### src/rtl/regfile_wb_pkg.sv
// Shared write-back / register-file definitions.
// Widths, the upstream write-back select encodings and the register count.
package regfile_wb_pkg;

   localparam int RF_DATA_W = 16;
   localparam int RF_ADDR_W = 3;
   localparam int RF_CNT_W  = 16;
   localparam int RF_NREGS  = 2 ** RF_ADDR_W;

   // Select encodings of the mux that feeds wb_data.
   typedef enum logic [1:0] {
      WB_SEL_ALU  = 2'b00,
      WB_SEL_MEM  = 2'b01,
      WB_SEL_PC1  = 2'b10,
      WB_SEL_RSVD = 2'b11
   } wb_sel_e;

endpackage

### src/rtl/regfile_wb_if.sv
// Write-back request channel: valid/ready handshake with address and data.
// master = mux side (drives valid/addr/data), slave = register file side (drives ready).
interface regfile_wb_if #(
   parameter int ADDR_W = 3,
   parameter int DATA_W = 16
);
   logic              wb_valid;
   logic              wb_ready;
   logic [ADDR_W-1:0] wb_addr;
   logic [DATA_W-1:0] wb_data;

   modport master (
      output wb_valid,
      output wb_addr,
      output wb_data,
      input  wb_ready
   );

   modport slave (
      input  wb_valid,
      input  wb_addr,
      input  wb_data,
      output wb_ready
   );
endinterface

### src/rtl/regfile_array.sv
// 2**ADDR_W x DATA_W register storage: one synchronous write, two async reads.
// Ports: clk, rst (sync, high), i_we/i_waddr/i_wdata, i_raddr_x -> o_rdata_x. r0 reads 0.
module regfile_array
   import regfile_wb_pkg::*;
#(
   parameter int DATA_W = RF_DATA_W,
   parameter int ADDR_W = RF_ADDR_W
) (
   input  logic              clk,
   input  logic              rst,
   input  logic              i_we,
   input  logic [ADDR_W-1:0] i_waddr,
   input  logic [DATA_W-1:0] i_wdata,
   input  logic [ADDR_W-1:0] i_raddr_a,
   output logic [DATA_W-1:0] o_rdata_a,
   input  logic [ADDR_W-1:0] i_raddr_b,
   output logic [DATA_W-1:0] o_rdata_b
);

   localparam int NREGS = 2 ** ADDR_W;

   logic [DATA_W-1:0] r_mem [NREGS];

   // Entry 0 is never written, so it stays at its reset value.
   always_ff @(posedge clk) begin
      if (rst) begin
         for (int i = 0; i < NREGS; i++) begin
            r_mem[i] <= '0;
         end
      end else if (i_we && (i_waddr != '0)) begin
         r_mem[i_waddr] <= i_wdata;
      end
   end

   assign o_rdata_a = (i_raddr_a == '0) ? '0 : r_mem[i_raddr_a];
   assign o_rdata_b = (i_raddr_b == '0) ? '0 : r_mem[i_raddr_b];

endmodule

### src/rtl/regfile_wb.sv
// Write-back stage: handshake, one-entry pending register, commit counter, array.
// Ports: clk, rst (sync, high), wb (slave channel), hold, rd_addr_a/b -> rd_data_a/b,
// hazard_a/b, retire_cnt. Define REGFILE_WB_FORWARD_EN to forward pending data to reads.
module regfile_wb
   import regfile_wb_pkg::*;
#(
   parameter int DATA_W = RF_DATA_W,
   parameter int ADDR_W = RF_ADDR_W,
   parameter int CNT_W  = RF_CNT_W
) (
   input  logic              clk,
   input  logic              rst,
   regfile_wb_if.slave       wb,
   input  logic              hold,
   input  logic [ADDR_W-1:0] rd_addr_a,
   output logic [DATA_W-1:0] rd_data_a,
   input  logic [ADDR_W-1:0] rd_addr_b,
   output logic [DATA_W-1:0] rd_data_b,
   output logic              hazard_a,
   output logic              hazard_b,
   output logic [CNT_W-1:0]  retire_cnt
);

   logic              r_pend_v;
   logic [ADDR_W-1:0] r_pend_a;
   logic [DATA_W-1:0] r_pend_d;
   logic [CNT_W-1:0]  r_cnt;

   logic              w_accept;
   logic              w_commit;
   logic              w_hit_a;
   logic              w_hit_b;
   logic [DATA_W-1:0] w_arr_a;
   logic [DATA_W-1:0] w_arr_b;

   // A held entry blocks the slot; an empty slot can always take one write.
   assign wb.wb_ready = !r_pend_v || !hold;
   assign w_accept    = wb.wb_valid && wb.wb_ready;
   assign w_commit    = r_pend_v && !hold;

   always_ff @(posedge clk) begin
      if (rst) begin
         r_pend_v <= 1'b0;
         r_pend_a <= '0;
         r_pend_d <= '0;
         r_cnt    <= '0;
      end else begin
         if (w_commit) begin
            r_cnt <= r_cnt + CNT_W'(1);
         end
         // Reload on the commit edge keeps one write per cycle.
         if (w_accept) begin
            r_pend_v <= 1'b1;
            r_pend_a <= wb.wb_addr;
            r_pend_d <= wb.wb_data;
         end else if (w_commit) begin
            r_pend_v <= 1'b0;
         end
      end
   end

   regfile_array #(
      .DATA_W (DATA_W),
      .ADDR_W (ADDR_W)
   ) u_array (
      .clk       (clk),
      .rst       (rst),
      .i_we      (w_commit),
      .i_waddr   (r_pend_a),
      .i_wdata   (r_pend_d),
      .i_raddr_a (rd_addr_a),
      .o_rdata_a (w_arr_a),
      .i_raddr_b (rd_addr_b),
      .o_rdata_b (w_arr_b)
   );

   // r0 never conflicts: it reads 0 whatever is pending.
   assign w_hit_a = r_pend_v && (rd_addr_a == r_pend_a) && (rd_addr_a != '0);
   assign w_hit_b = r_pend_v && (rd_addr_b == r_pend_a) && (rd_addr_b != '0);

`ifdef REGFILE_WB_FORWARD_EN
   assign rd_data_a = w_hit_a ? r_pend_d : w_arr_a;
   assign rd_data_b = w_hit_b ? r_pend_d : w_arr_b;
   assign hazard_a  = 1'b0;
   assign hazard_b  = 1'b0;
`else
   assign rd_data_a = w_arr_a;
   assign rd_data_b = w_arr_b;
   assign hazard_a  = w_hit_a;
   assign hazard_b  = w_hit_b;
`endif

   assign retire_cnt = r_cnt;

endmodule

### src/flat_wrapper.sv
// flat-port wrapper written by rule: the top's interface ports become plain ports
module regfile_wb_flat import regfile_wb_pkg::*;
#(
   parameter int DATA_W = RF_DATA_W,
   parameter int ADDR_W = RF_ADDR_W,
   parameter int CNT_W  = RF_CNT_W
)
  (clk, rst, hold, rd_addr_a, rd_data_a, rd_addr_b, rd_data_b, hazard_a, hazard_b, retire_cnt, wb_wb_valid, wb_wb_addr, wb_wb_data, wb_wb_ready);
  regfile_wb_if #(.ADDR_W(ADDR_W), .DATA_W(DATA_W)) wb_i ();
  input  logic clk;
  input  logic rst;
  input  logic hold;
  input  logic [ADDR_W-1:0] rd_addr_a;
  output logic [DATA_W-1:0] rd_data_a;
  input  logic [ADDR_W-1:0] rd_addr_b;
  output logic [DATA_W-1:0] rd_data_b;
  output logic hazard_a;
  output logic hazard_b;
  output logic [CNT_W-1:0] retire_cnt;
  input wire logic [$bits(wb_i.wb_valid)-1:0] wb_wb_valid;
  input wire logic [$bits(wb_i.wb_addr)-1:0] wb_wb_addr;
  input wire logic [$bits(wb_i.wb_data)-1:0] wb_wb_data;
  output wire logic [$bits(wb_i.wb_ready)-1:0] wb_wb_ready;
  assign wb_i.wb_valid = wb_wb_valid;
  assign wb_i.wb_addr = wb_wb_addr;
  assign wb_i.wb_data = wb_wb_data;
  assign wb_wb_ready = wb_i.wb_ready;
  regfile_wb #(.DATA_W(DATA_W), .ADDR_W(ADDR_W), .CNT_W(CNT_W)) u_core (.clk(clk), .rst(rst), .wb(wb_i), .hold(hold), .rd_addr_a(rd_addr_a), .rd_data_a(rd_data_a), .rd_addr_b(rd_addr_b), .rd_data_b(rd_data_b), .hazard_a(hazard_a), .hazard_b(hazard_b), .retire_cnt(retire_cnt));
endmodule
### config.mk
export PLATFORM = sky130hd
export DESIGN_NAME = regfile_wb_flat
export DESIGN_NICKNAME = d
export VERILOG_FILES = /design/src/rtl/regfile_wb_pkg.sv /design/src/rtl/regfile_wb_if.sv /design/src/rtl/regfile_array.sv /design/src/rtl/regfile_wb.sv /design/src/flat_wrapper.sv
export SDC_FILE = /design/constraint.sdc
export NUM_CORES = 1
export LEC_CHECK = 0
export ABC_AREA = 1
export CORE_ASPECT_RATIO = 1.25
export CORE_UTILIZATION = 45
export CTS_CLUSTER_DIAMETER = 100
export DETAILED_ROUTE_END_ITERATION = 7
export PLACE_DENSITY_LB_ADDON = 0.05
export SYNTH_ARGS = -nofsm -noshare
export SYNTH_HDL_FRONTEND = slang
export SYNTH_SLANG_ARGS = --single-unit
### constraint.sdc
create_clock -name clk -period 3.7 [get_ports clk]
set_clock_uncertainty 0.05 [all_clocks]
set_input_delay 0.925 -clock clk [delete_from_list [all_inputs] [get_ports clk]]
set_output_delay 0.925 -clock clk [all_outputs]
set_load 0.1 [all_outputs]
-- Word-level counts from Yosys, hierarchy flattened
Memory sizes are Yosys's and may differ from the RTL's.
Index checks and enable logic that the tools add are counted.
- register bits after elaboration: 36
- memory bits (writable): 128
- memories kept: 1
- add/subtract/negate cells: 1
- equality and inequality tests: 2
- mux-type cells: 12
- reduce and logical (&&, ||, !) cells: 17
- memories (memory ; depth ; bits a word ; read ports ; clocked after Yosys merged registers in ; wr ports ; RTL line ; RTL):
    u_core.u_array.r_mem ; 8 ; 16 ; 2 ; 0 ; 8 ; regfile_array.sv:22 ; logic [DATA_W-1:0] r_mem [NREGS];
- operators by type and width (cell ; count):
    2-to-1 mux 16 bit ; 3
    adder 16 x 1 -> 16 bit (second input constant) ; 1
    OR reduction 16 bit ; 1
    nonzero test 3 bit ; 3
    2-to-1 mux 1 bit ; 8
    logical AND 1 bit ; 7
    equality test 3 bit ; 2
    logical NOT 3 bit ; 2
    2-to-1 mux 3 bit ; 1
    logical NOT 1 bit ; 2
    nonzero test 2 bit ; 1
    logical OR 1 bit ; 1

-- Longest topological paths before layout
- depth after elaboration: 8
- mapped depth: 8

-- Hierarchy
Synthesis repeated with hierarchy kept, for this count alone.
- cell total of the unflattened synthesis: 1196
- area total of the unflattened synthesis: 9267.6 um2
- modules (own cells, without submodules) (module ; times used ; cells each ; area an instance (um2) ; sequential area each (um2)):
    regfile_array ; 1 ; 969 ; 7687.4 ; 3843.7
    regfile_wb ; 1 ; 227 ; 1580.3 ; 720.7

-- Least setup slack after synthesis
No wires, ideal clock.
- path type: in2out
- start: input rd_addr_b[1]
- end: output rd_data_b[5]
- arrival time: 2881 ps
- required time: 2725 ps
- slack: -156 ps
- stages: 6
- buffers on the path: 2
- path through: buf_2 buf_1 o211ai_1 nand3_1 nand2_1 nor2_1
- word-level cells in the longest chain between the ends: 2
- elaborated cells between the ends (all ways): 3
- classes of those cells: 1 x mux; 1 x reduce/logical; 1 x memory
- ends and longest elaborated chain (what ; RTL line ; RTL):
    from (decl) ; flat_wrapper.sv:15 ; input logic [ADDR_W-1:0] rd_addr_b;
    memory (8 x 16 bit) or logical NOT 3 bit (tied branches) ; n/a ;
    2-to-1 mux 16 bit * ; regfile_array.sv:36 ; assign o_rdata_b = (i_raddr_b == '0) ? '0 : r_mem[i_raddr_b];
    to (decl) ; flat_wrapper.sv:16 ; output logic [DATA_W-1:0] rd_data_b;
Every way passes the cells marked *; elsewhere a longest branch is shown, timed or not.

-- Worst setup path after layout
- start: input rd_addr_b[2]
- end: output rd_data_b[5]
The elaborated chain is that of the path after synthesis.

==> metrics.csv <==
metric,value,unit
"CP delay by family, top",buffers and inverters,
mean number of vias per cell,5.31,
total I/O pin count,80,
Resize count post-CTS,0,
Clock Path Buffers,2,
Power per Cell Area,460,nW/µm²
Post-Syn Instances,1033,
Slew Limit Fails,0,
clk slew on worst S/H paths,0.06,ns
CP Data Required Time,2.72,ns
die area,19500,µm²
Yosys top cell area share,0.451,
Detailed Route WL,24000,µm
Initial Utilization,0.466,
Detailed Routing Iterations Pass 1,8,
RD Place Congestion,0.822,
fin crit share,0.917,
root buffer cell,clkbuf_16,
Final Hold Vio Count,0,
total track usage,0.260,
worst r2r src,u_core.r_pend_v$_SDFFE_PP0P_,
status,"finished, violations left",
Worst path max stage delay,0.54,ns
Antenna diodes,0,
first-pass GRT wire length,38300,µm
syn avg cell area,8.25,µm²
Worst-Margin Slew,0.592,ns
Hold Crit Endpoint,u_core.retire_cnt[3]$_SDFFE_PP0N_,
Num CTS Buffers,17,
DRT iter0 DRCs,653,
largest net degree at the start of global routing,49,
crit path time final,3.39,ns
"commonest non-fill, non-tap cell in the layout",nor2_1,
register bit total from synthesis,164,
CP cell instances,"clkdlybuf4s50_1, buf_4, nor2_1, nor2_2, buf_12",
worst rel slew slack,0.604,
"Distinct cells, synth",29,
max cap viols,0,
initial antenna violation count,0,
Max IR drop VDD,0.306,mV
Setup Buffers After CTS,0,
Ys Warns,0,
vias post-DR,7184,
HP Class,reg2reg,
Layout Area Growth over Synthesis,24.8,%
remaining global-route overflow,0,
fin nets,1143,
Worst EP arrival,2.42,ns
"top cells by area, synth","edfxtp_1 (45%), nor2_1 (9.4%), dfxtp_1 (8.5%)",
CTS Hold Buffers Added,0,
setup TNS,0,ns
# setup viols final,0,
most frequent cells in the layout,"nor2_1 (179), nand2_1 (170), edfxtp_1 (128)",
Mapped Area,8530,µm²
die width,125,µm
CP max stage cell,clkdlybuf4s50_1,
residual DRC count,20,
Worst-Skew Late Latency,0.43,ns
# rows,55,
Reg2Reg Depth,7,
layout cells sized above 1,0.150,
Placed Area,10000,µm²
Worst setup SP type,input port,
FF-to-FF End,u_core.u_array.r_mem[7][9]$_SDFFCE_PN0P_,
Reg2Reg Setup Slack,1.40,ns
hpwl dp,16300,µm
Buffers on Ports,79,
static leakage,4.32,nW
CP Capture Type,primary output,
cell taking the most area after synthesis,edfxtp_1,
"Seq/Total Area, Yosys",0.535,
hold path depth,2,
vias in the first global route,6751,
WP buf/inv,3,
violated checks,design-rule violations,
CP Depth,5,
min-delay src,u_core.retire_cnt[3]$_SDFFE_PP0N_,
RSZ-0062 raised after global routing,no,
Setup CP Type,in2out,
worst-path fanout max,26,
H-tree level count,4,
Final Cell Area,10600,µm²
core region area,18300,µm²
CTS tree,built,
# clock sinks,164,
Die H,156,µm
post-route ant nets,0,
Routed WL per cell,17.7,µm
Achievable Freq,0.295,GHz
CP Launch Point,rd_addr_b[2],
[tightest hold or removal path: cells and delay by family (launching register included)]
kind | cells | cell delay (ns)
flops | 1 | 0.34
compound gates | 1 | 0.05
buf+inv | 1 | 0.07
[cells by family after synthesis]
kind of cell	Yosys count	synth area share
compound gates	246	0.165
xor+xnor	5	0.00514
fa+ha+maj	1	0.00147
buf+inv	172	0.0838
flops	164	0.535
other cells	1	0.000440
simple gates	444	0.209
[sequential cells by signal, summed over array words and instances (netlist names)]
| name | count |
|---|---|
| u_core.retire_cnt | 16 |
| u_core.u_array.r_mem | 128 |
| u_core.r_pend_v | 1 |
| u_core.r_pend_d | 16 |
| u_core.r_pend_a | 3 |
[cell usage after synthesis (all sizes together)]
master and count:
a21oi 89, buf 34, clkbuf 34, clkinv 1, conb 1, dfxtp 36, edfxtp 128, ha 1
inv 103, nand2 176, nand3 45, nand4 1, nor2 216, nor3 3, nor3b 1, o2111ai 2
o211ai 66, o21ai 89, or2 2, xnor2 2, xor2 3
[area by class of cell]
cell class | instances | area (µm²)
Clock buffer | 20 | 489
Multi-Input combinational cell | 712 | 3390
Timing Repair Buffer | 114 | 1410
Clock inverter | 12 | 111
Tap cell | 228 | 285
Fill cell | 1654 | 7660
Inverter | 104 | 390
Sequential cell | 164 | 4560
[stage by stage]
step | cells | util | setup slack [ns] | hold WS (ns) | power, W
floorplan | 1048 | - | 0.303 | 0.475 | 0.00276
CTS | 1354 | 0.581 | 0.319 | 0.455 | 0.00491
global route | 1354 | 0.581 | 0.247 | 0.494 | 0.00506
global placement | 1322 | 0.548 | 0.315 | 0.433 | 0.00314
detailed placement | 1322 | 0.548 | 0.331 | 0.444 | 0.00314
finish | 1354 | 0.581 | 0.306 | 0.453 | 0.00490
[where the power goes]
part           switching, W  total, W  internal (W)
Combinational      0.000691   0.00101      0.000317
Sequential        0.0000360   0.00209       0.00206
Clock              0.000761   0.00180       0.00104
Total               0.00149   0.00490       0.00341
[worst max path at each step]
stage,endpoint,slack [ns]
6_report,rd_data_b[5],0.31
5_1_grt,rd_data_b[5],0.25
4_1_cts,rd_data_b[5],0.32
3_5_place_dp,rd_data_b[5],0.33
2_1_floorplan,rd_data_b[0],0.30
3_3_place_gp,rd_data_b[5],0.31
[metal layers]
| layer | GRT usage | share of wire | wire, µm |
|---|---|---|---|
| met2 | 0.409 | 0.46 | 10900 |
| met5 | 0 | 0 | 0 |
| met4 | 0.0633 | 0.0094 | 226 |
| met3 | 0.0600 | 0.075 | 1810 |
| met1 | 0.362 | 0.46 | 11000 |
No activity file was read; power rests on OpenSTA's default activity.
